`src/rtl/mux16_rr_arbiter_pkg.sv`:
```
// Shared types and constants for the 16-way round-robin arbiter slice.
package mux16_rr_arbiter_pkg;

    typedef enum logic {
        IDLE = 1'b0,
        BUSY = 1'b1
    } state_t;

    localparam int NUM_REQ = 16;
    localparam int SEL_W   = 4;

endpackage

```
`src/rtl/mux16_rr_arbiter_if.sv`:
```
// Requester/consumer bundle of the arbiter; slave is the arbiter side, master the environment.
interface mux16_rr_arbiter_if #(
    parameter int DATA_WIDTH = 32,
    parameter int MAX_BURST  = 4
);
    import mux16_rr_arbiter_pkg::*;

    localparam int CNT_W = $clog2(MAX_BURST + 1);

    logic [NUM_REQ-1:0]            req;
    logic [NUM_REQ*DATA_WIDTH-1:0] data_flat;
    logic                          m_ready;
    logic [NUM_REQ-1:0]            gnt;
    logic [SEL_W-1:0]              sel;
    logic                          m_valid;
    logic [DATA_WIDTH-1:0]         m_data;
    logic [SEL_W-1:0]              m_src;
    logic [CNT_W-1:0]              beat_cnt;

    modport master (
        output req, data_flat, m_ready,
        input  gnt, sel, m_valid, m_data, m_src, beat_cnt
    );

    modport slave (
        input  req, data_flat, m_ready,
        output gnt, sel, m_valid, m_data, m_src, beat_cnt
    );

endinterface

```
`src/rtl/mux16_rr_arbiter_mux16.sv`:
```
// 16:1 datapath mux; picks one DATA_WIDTH slice of the flattened requester data.
module mux16_rr_arbiter_mux16
    import mux16_rr_arbiter_pkg::*;
#(
    parameter int DATA_WIDTH = 32
) (
    input  logic [NUM_REQ*DATA_WIDTH-1:0] data_flat,
    input  logic [SEL_W-1:0]              sel,
    output logic [DATA_WIDTH-1:0]         y
);

    always_comb begin
        y = '0;
        for (int i = 0; i < NUM_REQ; i++) begin
            if (sel == SEL_W'(i)) begin
                y = data_flat[i*DATA_WIDTH +: DATA_WIDTH];
            end
        end
    end

endmodule

```
`src/rtl/mux16_rr_arbiter.sv`:
```
// Round-robin arbiter sharing one 16:1 mux; each grant is capped at MAX_BURST beats.
//
//   state | meaning
//   ------+--------------------------------------------------------------
//   IDLE  | no owner; arbitrate from ptr when any req is high (bubble cycle)
//   BUSY  | owner holds the mux; beats flow on m_valid && m_ready
module mux16_rr_arbiter
    import mux16_rr_arbiter_pkg::*;
#(
    parameter int DATA_WIDTH = 32,
    parameter int MAX_BURST  = 4
) (
    input  logic             clk,
    input  logic             rst,
    mux16_rr_arbiter_if.slave bus
);

    localparam int CNT_W = $clog2(MAX_BURST + 1);

    state_t             state;
    logic [SEL_W-1:0]   ptr;
    logic [SEL_W-1:0]   owner;
    logic [NUM_REQ-1:0] gnt_q;
    logic [CNT_W-1:0]   cnt_q;

    logic [SEL_W-1:0]   winner;
    logic               m_valid;
    logic               beat;
    logic               last_beat;

    // First requester at or after ptr, wrapping modulo 16.
    function automatic logic [SEL_W-1:0] rr_pick(input logic [NUM_REQ-1:0] r,
                                                 input logic [SEL_W-1:0]   p);
        logic [SEL_W-1:0] idx;
        logic             found;
        rr_pick = p;
        found   = 1'b0;
        for (int k = 0; k < NUM_REQ; k++) begin
            idx = p + SEL_W'(k);
            if (!found && r[idx]) begin
                rr_pick = idx;
                found   = 1'b1;
            end
        end
    endfunction

    assign winner    = rr_pick(bus.req, ptr);
    assign m_valid   = (state == BUSY) && bus.req[owner];
    assign beat      = m_valid && bus.m_ready;
    assign last_beat = (cnt_q == CNT_W'(MAX_BURST - 1));

    always_ff @(posedge clk or posedge rst) begin
        if (rst) begin
            state <= IDLE;
            ptr   <= '0;
            owner <= '0;
            gnt_q <= '0;
            cnt_q <= '0;
        end else begin
            case (state)
                IDLE: begin
                    if (|bus.req) begin
                        state <= BUSY;
                        owner <= winner;
                        gnt_q <= {{(NUM_REQ-1){1'b0}}, 1'b1} << winner;
                        cnt_q <= '0;
                    end
                end
                BUSY: begin
                    // Owner dropping req wins over a completing last beat: no beat fires then.
                    if (!bus.req[owner] || (beat && last_beat)) begin
                        state <= IDLE;
                        ptr   <= owner + 1'b1;
                        gnt_q <= '0;
                        cnt_q <= '0;
                    end else if (beat) begin
                        cnt_q <= cnt_q + 1'b1;
                    end
                end
                default: state <= IDLE;
            endcase
        end
    end

    mux16_rr_arbiter_mux16 #(
        .DATA_WIDTH (DATA_WIDTH)
    ) u_mux (
        .data_flat (bus.data_flat),
        .sel       (owner),
        .y         (bus.m_data)
    );

    assign bus.gnt      = gnt_q;
    assign bus.sel      = owner;
    assign bus.m_src    = owner;
    assign bus.m_valid  = m_valid;
    assign bus.beat_cnt = cnt_q;

endmodule

```
`src/flat_wrapper.sv`:
```
// flat-port wrapper written by rule: the top's interface ports become plain ports
module mux16_rr_arbiter_flat import mux16_rr_arbiter_pkg::*;
#(
    parameter int DATA_WIDTH = 32,
    parameter int MAX_BURST  = 4
)
  (clk, rst, bus_req, bus_data_flat, bus_m_ready, bus_gnt, bus_sel, bus_m_valid, bus_m_data, bus_m_src, bus_beat_cnt);
  mux16_rr_arbiter_if #(.DATA_WIDTH(DATA_WIDTH), .MAX_BURST(MAX_BURST)) bus_i ();
  input  logic clk;
  input  logic rst;
  input wire logic [$bits(bus_i.req)-1:0] bus_req;
  input wire logic [$bits(bus_i.data_flat)-1:0] bus_data_flat;
  input wire logic [$bits(bus_i.m_ready)-1:0] bus_m_ready;
  output wire logic [$bits(bus_i.gnt)-1:0] bus_gnt;
  output wire logic [$bits(bus_i.sel)-1:0] bus_sel;
  output wire logic [$bits(bus_i.m_valid)-1:0] bus_m_valid;
  output wire logic [$bits(bus_i.m_data)-1:0] bus_m_data;
  output wire logic [$bits(bus_i.m_src)-1:0] bus_m_src;
  output wire logic [$bits(bus_i.beat_cnt)-1:0] bus_beat_cnt;
  assign bus_i.req = bus_req;
  assign bus_i.data_flat = bus_data_flat;
  assign bus_i.m_ready = bus_m_ready;
  assign bus_gnt = bus_i.gnt;
  assign bus_sel = bus_i.sel;
  assign bus_m_valid = bus_i.m_valid;
  assign bus_m_data = bus_i.m_data;
  assign bus_m_src = bus_i.m_src;
  assign bus_beat_cnt = bus_i.beat_cnt;
  mux16_rr_arbiter #(.DATA_WIDTH(DATA_WIDTH), .MAX_BURST(MAX_BURST)) u_core (.clk(clk), .rst(rst), .bus(bus_i));
endmodule
```
`config.mk`:
```
export PLATFORM = sky130hd
export DESIGN_NAME = mux16_rr_arbiter_flat
export DESIGN_NICKNAME = d
export VERILOG_FILES = /design/src/rtl/mux16_rr_arbiter_pkg.sv /design/src/rtl/mux16_rr_arbiter_if.sv /design/src/rtl/mux16_rr_arbiter_mux16.sv /design/src/rtl/mux16_rr_arbiter.sv /design/src/flat_wrapper.sv
export SDC_FILE = /design/constraint.sdc
export NUM_CORES = 1
export LEC_CHECK = 0
export CAP_MARGIN = 15
export CORE_AREA = 10 10 223 225
export DETAILED_ROUTE_END_ITERATION = 12
export DIE_AREA = 0 0 233 235
export GPL_ROUTABILITY_DRIVEN = 0
export HOLD_SLACK_MARGIN = 0.12
export PLACE_DENSITY = 0.61
export SYNTH_ARGS = -nofsm -noshare
export SYNTH_HDL_FRONTEND = slang
export SYNTH_SLANG_ARGS = --single-unit
```
`constraint.sdc`:
```
create_clock -name clk -period 3.9 [get_ports clk]
set_input_delay 0.975 -clock clk [delete_from_list [all_inputs] [get_ports clk]]
set_output_delay 0.975 -clock clk [all_outputs]
set_load 0.01 [all_outputs]
```
==> impl_metrics.json, run 1 <==
{
  "post-place-cells": 2398,
  "cts_tree": "yes",
  "path_buf_inv": 5,
  "drc_errors": 0,
  "violations": "negative setup slack",
  "slowest_delay_ns": 0.44,
  "path_clk_slew_ns": 0.07,
  "drt-vias-per-instance": 5.31,
  "synth.largest_area_cell": "a22oi_1",
  "p_comb_share_pct": 95.1,
  "ys_top_cells_by_area": "a22oi_1 12%, nand2_1 9.7%, dfrtp_1 8.8%",
  "first_pass_iters": 5,
  "htree_num_levels": 1,
  "fin_crit_sh_pct": 104,
  "worst_setup_path_start_kind": "flop",
  "synth.cell_area_um2": 7930,
  "crit_arrival_ns": 3.07,
  "fmax_ghz": 0.247,
  "async_flop_share_pct": 100,
  "min_period_ns": 4.04,
  "syn2layout_area_growth_pct": 117,
  "slowest_stage": "dfrtp_1",
  "synthCells": 1116,
  "cp-end-kind": "output pin",
  "fin_cells": 2444,
  "cts_num_sinks": 28,
  "final_common_cell": "clkdlybuf4s50_1",
  "routed_wirelength_um": 64400,
  "overflow": 0,
  "clock_path_buffers": 2,
  "hold_path.class": "reg2reg",
  "grt_max_degree": 39,
  "worst_pin_slew_ns": 1.10,
  "pin_count": 591,
  "port_buffers": 590,
  "antenna_found_initial": 7,
  "seq_power_share_pct": 3.1,
  "dp_worst_setup_slack_ns": -0.733,
  "clk_latency_ns": 0.27,
  "synth_cell_type_count": 76,
  "grt.total_usage_pct": 21.7,
  "mostFrequentLayoutCells": "539 x clkdlybuf4s50_1, 201 x nand2_1, 196 x buf_4",
  "critPathRequiredTime_ns": 2.92,
  "total_power_w": 0.0169,
  "slew_violations": 0,
  "drive_above_1_share_pct": 26.2,
  "core_um2": 45100,
  "die_x_um": 233,
  "p_int_w": 0.00820,
  "clock_skew_ns": 0.00669,
  "die_h_um": 235,
  "wl_per_cell_um": 26.4,
  "worstPathCellList": "ha_4 > nor3b_4 > buf_12 > buf_16 > buf_12 > buf_6 > a22oi_2 > nand2_1 > o211ai_1 > nand3_1 > o211ai_1 > a31oi_1 > o221ai_1 > a21o_1 > o2111ai_2 > buf_6",
  "placed_area_um2": 16000,
  "num_vias": 13000,
  "path_max_fanout": 5,
  "slew_headroom_pct": 26.2,
  "first_iter_violations": 1219,
  "grt_pass1_vias": 13000,
  "ys_seq_area_share_pct": 8.83,
  "finalSetupViolCount": 21,
  "worst_slack_ns": -0.141,
  "layout.nets": 2385,
  "root_buffer": "clkbuf_16",
  "syn_area_per_cell_um2": 7.11,
  "dieArea_um2": 54800,
  "synth_top_area_share_pct": 12.3,
  "initial_core_util_pct": 17.6,
  "crit_family": "compound AO/OA/AOI/OAI gates",
  "ys_seq_elements": 28,
  "rows": 78,
  "netSwitchingPower_w": 0.00872,
  "synth_edf_count": 0,
  "ys_warn_count": 0,
  "cts_hold_buf": 0,
  "p_clk_share_pct": 1.8,
  "syn-num-nets": 1660,
  "cts_buffers": 3,
  "ys.flop_type": "dfrtp_1",
  "design_area_um2": 17200,
  "outcome": "finished with violations",
  "ant_nets": 0,
  "setup_tns_ns": -1.51,
  "power_density_nw_per_um2": 981,
  "peakVddDrop_mv": 0.567,
  "crit_type": "reg2out",
  "leakage_nw": 6.79,
  "hpwl_um": 53700,
  "cap_violations": 0,
  "grt_pass1_wl_um": 90000,
  "rsz0062_at_grt": "yes",
  "switching_share_pct": 51.5,
  "hold_violations": 0
}
[metal layers]
metal	GRT usage (%)	part of all wire [%]	vias to the layer above
met5	0	0.043	-
li1	-	-	5855
met2	35.8	46	817
met4	6.61	3.4	6
met3	7.37	12	113
met1	25.9	39	6179
[synth_stat cells (all sizes together), types with 8 or more instances]
cell type,instances
a22o,12
nor2,64
nor4,9
a21o,34
o21ai,28
xor2,8
buf,18
clkbuf,99
o2111ai,32
a31oi,33
inv,16
nand2b,8
mux2i,29
nand3,75
dfrtp,28
o31ai,8
ha,13
nor3,8
o221ai,34
a21oi,15
mux4,31
nand2,206
mux2,14
a22oi,130
and2,9
o211ai,74
[worst paths after layout]
kind | from | endpoint | slack [ns] | depth (start not counted)
max | u_core.bus.m_src[0] | bus_m_data[19] | -0.14 | 16
min | u_core.bus.gnt[3] | u_core.bus.gnt[3] | 0.51 | 2
max reg2reg | u_core.ptr[0] | u_core.bus.gnt[10] | 0.03 | 12
min reg2reg | u_core.bus.gnt[3] | u_core.bus.gnt[3] | 0.51 | 2
max in group asynchronous | rst | u_core.bus.m_src[2] | 2.54 | 3
min in group asynchronous | rst | u_core.bus.beat_cnt[1] | 0.95 | 2
[timing repair]
action	in CTS	in global routing
pin swaps	161	103
gates cloned	3	2
gates resized for setup	277	102
endpoints found under the setup margin	53	51
setup buffers	22	14
[final cells by class]
cell class / count / area, um2
Tap cell: 600 / 751
Clock buffer: 3 / 75.1
Fill cell: 4627 / 27800
Multi-Input combinational cell: 955 / 7440
Timing Repair Buffer: 836 / 8170
Clock inverter: 1 / 30.0
Sequential cell: 28 / 703
Antenna cell: 4 / 10.0
Inverter: 17 / 68.8
[stage by stage]
stage | utilization, % | hold WS [ns]
finish | 38.2 | 0.506
global route | 38.2 | 0.525
CTS | 37.3 | 0.502
detailed placement | 35.6 | 0.481
global placement | 35.6 | 0.486
floorplan | - | 0.523
[sequential cells by signal, summed over array words and instances (netlist names)]
name / count
u_core.bus.m_src: 4
u_core.bus.beat_cnt: 3
u_core.state: 1
u_core.bus.gnt: 16
u_core.ptr: 4
[logic make-up (layout without fill, tap and decap cells)]
| logic type | after synthesis | after routing | share of synthesized area [%] |
|---|---|---|---|
| AO/OA/AOI/OAI | 442 | 442 | 42.1 |
| XOR/XNOR | 15 | 16 | 2.08 |
| adder cells (fa/ha/maj) | 13 | 13 | 2.05 |
| buffers and inverters | 134 | 857 | 6.89 |
| flip-flops | 28 | 28 | 8.83 |
| multiplexers | 74 | 74 | 14.5 |
| other | 0 | 4 | 0 |
| AND/OR/NAND/NOR | 410 | 410 | 23.5 |
[power groups by stage]
stage	Combinational (W)	Sequential (W)	Clock (W)
global route	0.0170	0.000533	0.000320
finish	0.0161	0.000519	0.000304
detailed placement	0.0142	0.000508	0
floorplan	0.00763	0.000479	0
global placement	0.0141	0.000506	0
CTS	0.0149	0.000514	0.000310
[worst reg2reg max path: stages (launching register included)]
cell       delay, ns
dfrtp_1         0.38
buf_8           0.23
buf_4           0.21
mux4_2          0.57
mux4_2          0.55
nor4_4          0.42
nand4_4         0.22
nor4_4          0.32
buf_4           0.19
inv_2           0.04
a2bb2oi_4       0.17
or3_4           0.36
o21ai_2         0.14
No activity file was read; power rests on OpenSTA's default activity.
==> run 2, diff against run 1 <==
--- a/config.mk
+++ b/config.mk
@@ -7,11 +7,14 @@
 export LEC_CHECK = 0
 export CAP_MARGIN = 15
 export CORE_AREA = 10 10 223 225
+export CTS_CLUSTER_SIZE = 25
 export DETAILED_ROUTE_END_ITERATION = 12
 export DIE_AREA = 0 0 233 235
 export GPL_ROUTABILITY_DRIVEN = 0
+export GPL_TIMING_DRIVEN = 1
 export HOLD_SLACK_MARGIN = 0.12
 export PLACE_DENSITY = 0.61
+export SLEW_MARGIN = 20
 export SYNTH_ARGS = -nofsm -noshare
 export SYNTH_HDL_FRONTEND = slang
 export SYNTH_SLANG_ARGS = --single-unit
==> impl_metrics.json, run 2 (same netlist as run 1, synthesis figures left out) <==
{
  "min_from": "u_core.bus.gnt[0]",
  "htree_num_levels": 1,
  "pin_count": 591,
  "path_max_fanout": 5,
  "die_h_um": 235,
  "core_um2": 45100,
  "fin_cells": 2443,
  "leakage_nw": 6.77,
  "first_pass_iters": 6,
  "rsz0062_at_grt": "yes",
  "die_x_um": 233,
  "largest_reg_flops": 16,
  "port_buffers": 590,
  "wl_per_cell_um": 26.3,
  "layout.nets": 2384,
  "syn2layout_area_growth_pct": 117,
  "min_to": "u_core.bus.gnt[0]",
  "final_common_cell": "clkdlybuf4s50_1",
  "worst_hold_slack_ns": 0.500,
  "outcome": "finished with violations",
  "worst_slack_ns": -0.158,
  "r2r_cells": 12,
  "num_vias": 13000,
  "placed_area_um2": 16000,
  "violations": "negative setup slack",
  "switching_share_pct": 51.5,
  "crit_type": "reg2out",
  "design_area_um2": 17200,
  "drc_errors": 0,
  "grt.total_usage_pct": 21.7,
  "slew_headroom_pct": 49.3,
  "worst_pin_slew_ns": 0.761,
  "cp-end-kind": "output pin",
  "regArea_um2": 703,
  "rows": 78,
  "grt_max_degree": 39,
  "setup_tns_ns": -1.50,
  "worst_setup_path_start_kind": "flop",
  "p_comb_share_pct": 95.1,
  "drive_above_1_share_pct": 26.3,
  "first_iter_violations": 1190,
  "cts_hold_buf": 0,
  "cts_tree": "yes",
  "multiInputGateArea_um2": 7440,
  "antenna_found_initial": 7,
  "hpwl_um": 53700,
  "utilization_pct": 38.2,
  "fin_crit_sh_pct": 104,
  "overflow": 0,
  "drt-vias-per-instance": 5.33,
  "power_density_nw_per_um2": 983,
  "grt_pass1_wl_um": 90000,
  "hold_depth": 2,
  "mostFrequentLayoutCells": "539 x clkdlybuf4s50_1, 201 x nand2_1, 196 x buf_4",
  "finalSetupViolCount": 20,
  "cts_num_sinks": 28,
  "clock_path_buffers": 2,
  "routed_wirelength_um": 64400,
  "ant_nets": 0,
  "cts_buffers": 3,
  "worst_r2r_endpoint": "u_core.bus.gnt[10]",
  "worstReg2RegStart": "u_core.ptr[0]",
  "min_period_ns": 4.06,
  "slew_violations": 0,
  "initial_core_util_pct": 17.6,
  "clock_skew_ns": 0.00571,
  "fmax_ghz": 0.246,
  "peakVddDrop_mv": 0.565,
  "post-place-cells": 2398,
  "hold_violations": 0,
  "clk_latency_ns": 0.26,
  "p_int_w": 0.00820,
  "dieArea_um2": 54800,
  "cap_violations": 0,
  "netSwitchingPower_w": 0.00873,
  "grt_pass1_vias": 13000,
  "root_buffer": "clkbuf_16",
  "critPathRequiredTime_ns": 2.92,
  "crit_arrival_ns": 3.08,
  "rrSetupSlack_ns": 0.04,
  "p_clk_share_pct": 1.8,
  "fillers": 4629,
  "seq_power_share_pct": 3.1,
  "hold_path.class": "reg2reg",
  "path_clk_slew_ns": 0.07
}
run 2: cell types whose count changed in the layout (fill, tap and decap cells not counted):
cell    before  now
buf_16       4    3
inv_1       12   11
inv_2        4    5
nor2_1      59   58
nor2_2       3    4
run 2: worst max-delay path: stages, from the launching register on:
cell and delay [ns]:
dfrtp_1 0.44, ha_4 0.19, nor3b_4 0.15, buf_12 0.15, buf_16 0.12, buf_12 0.12
buf_6 0.11, a22oi_2 0.38, nand2_1 0.10, o211ai_1 0.10, nand3_1 0.15, o211ai_1 0.12
a31oi_1 0.10, o221ai_1 0.15, a21o_1 0.16, o2111ai_2 0.10, buf_6 0.16
run 2: worst max path at each step:
stage	to	slack, ns	depth (start not counted)	startpoint
final	bus_m_data[19]	-0.16	16	u_core.bus.m_src[0]
after CTS	bus_m_data[19]	-0.18	17	u_core.bus.m_src[0]
after floorplan	u_core.bus.gnt[8]	-0.004	15	u_core.ptr[0]
after detailed placement	u_core.bus.gnt[4]	-0.73	12	bus_req[8]
after global routing	bus_m_data[12]	-0.30	16	u_core.bus.m_src[0]
after global placement	u_core.bus.gnt[10]	-0.57	11	bus_req[14]
run 2: power groups by stage:
stage / clock network (W) / logic [W] / registers [W]
final: 0.000303 / 0.0161 / 0.000519
after global routing: 0.000320 / 0.0170 / 0.000533
after CTS: 0.000310 / 0.0149 / 0.000514
after detailed placement: 0 / 0.0142 / 0.000508
after global placement: 0 / 0.0141 / 0.000506
after floorplan: 0 / 0.00763 / 0.000479
run 2: cell type report:
class / count / share of cell area (%)
Inverter: 17 / 0.400
Sequential cell: 28 / 4.08
Timing Repair Buffer: 835 / 47.3
Antenna cell: 4 / 0.0581
Multi-Input combinational cell: 955 / 43.2
Clock buffer: 3 / 0.436
Tap cell: 600 / 4.36
Clock inverter: 1 / 0.174
run 2: stage by stage:
stage / power, W / setup slack, ns
final: 0.0169 / -0.158
after global routing: 0.0179 / -0.304
after CTS: 0.0158 / -0.183
after detailed placement: 0.0147 / -0.733
after global placement: 0.0146 / -0.570
after floorplan: 0.00811 / -0.00437
run 2: metal layers:
metal,track usage [%],wire [um],vias to the layer above
met4,6.61,2190,6
met1,25.9,24900,6177
met3,7.37,7600,119
met5,0,28,-
met2,35.8,29600,861
li1,-,-,5854
run 2: what timing repair did:
item | CTS | global route
setup endpoints to repair | 53 | 51
pin swaps | 161 | 103
setup buffers | 22 | 14
cloned | 3 | 2
resized for setup | 277 | 102
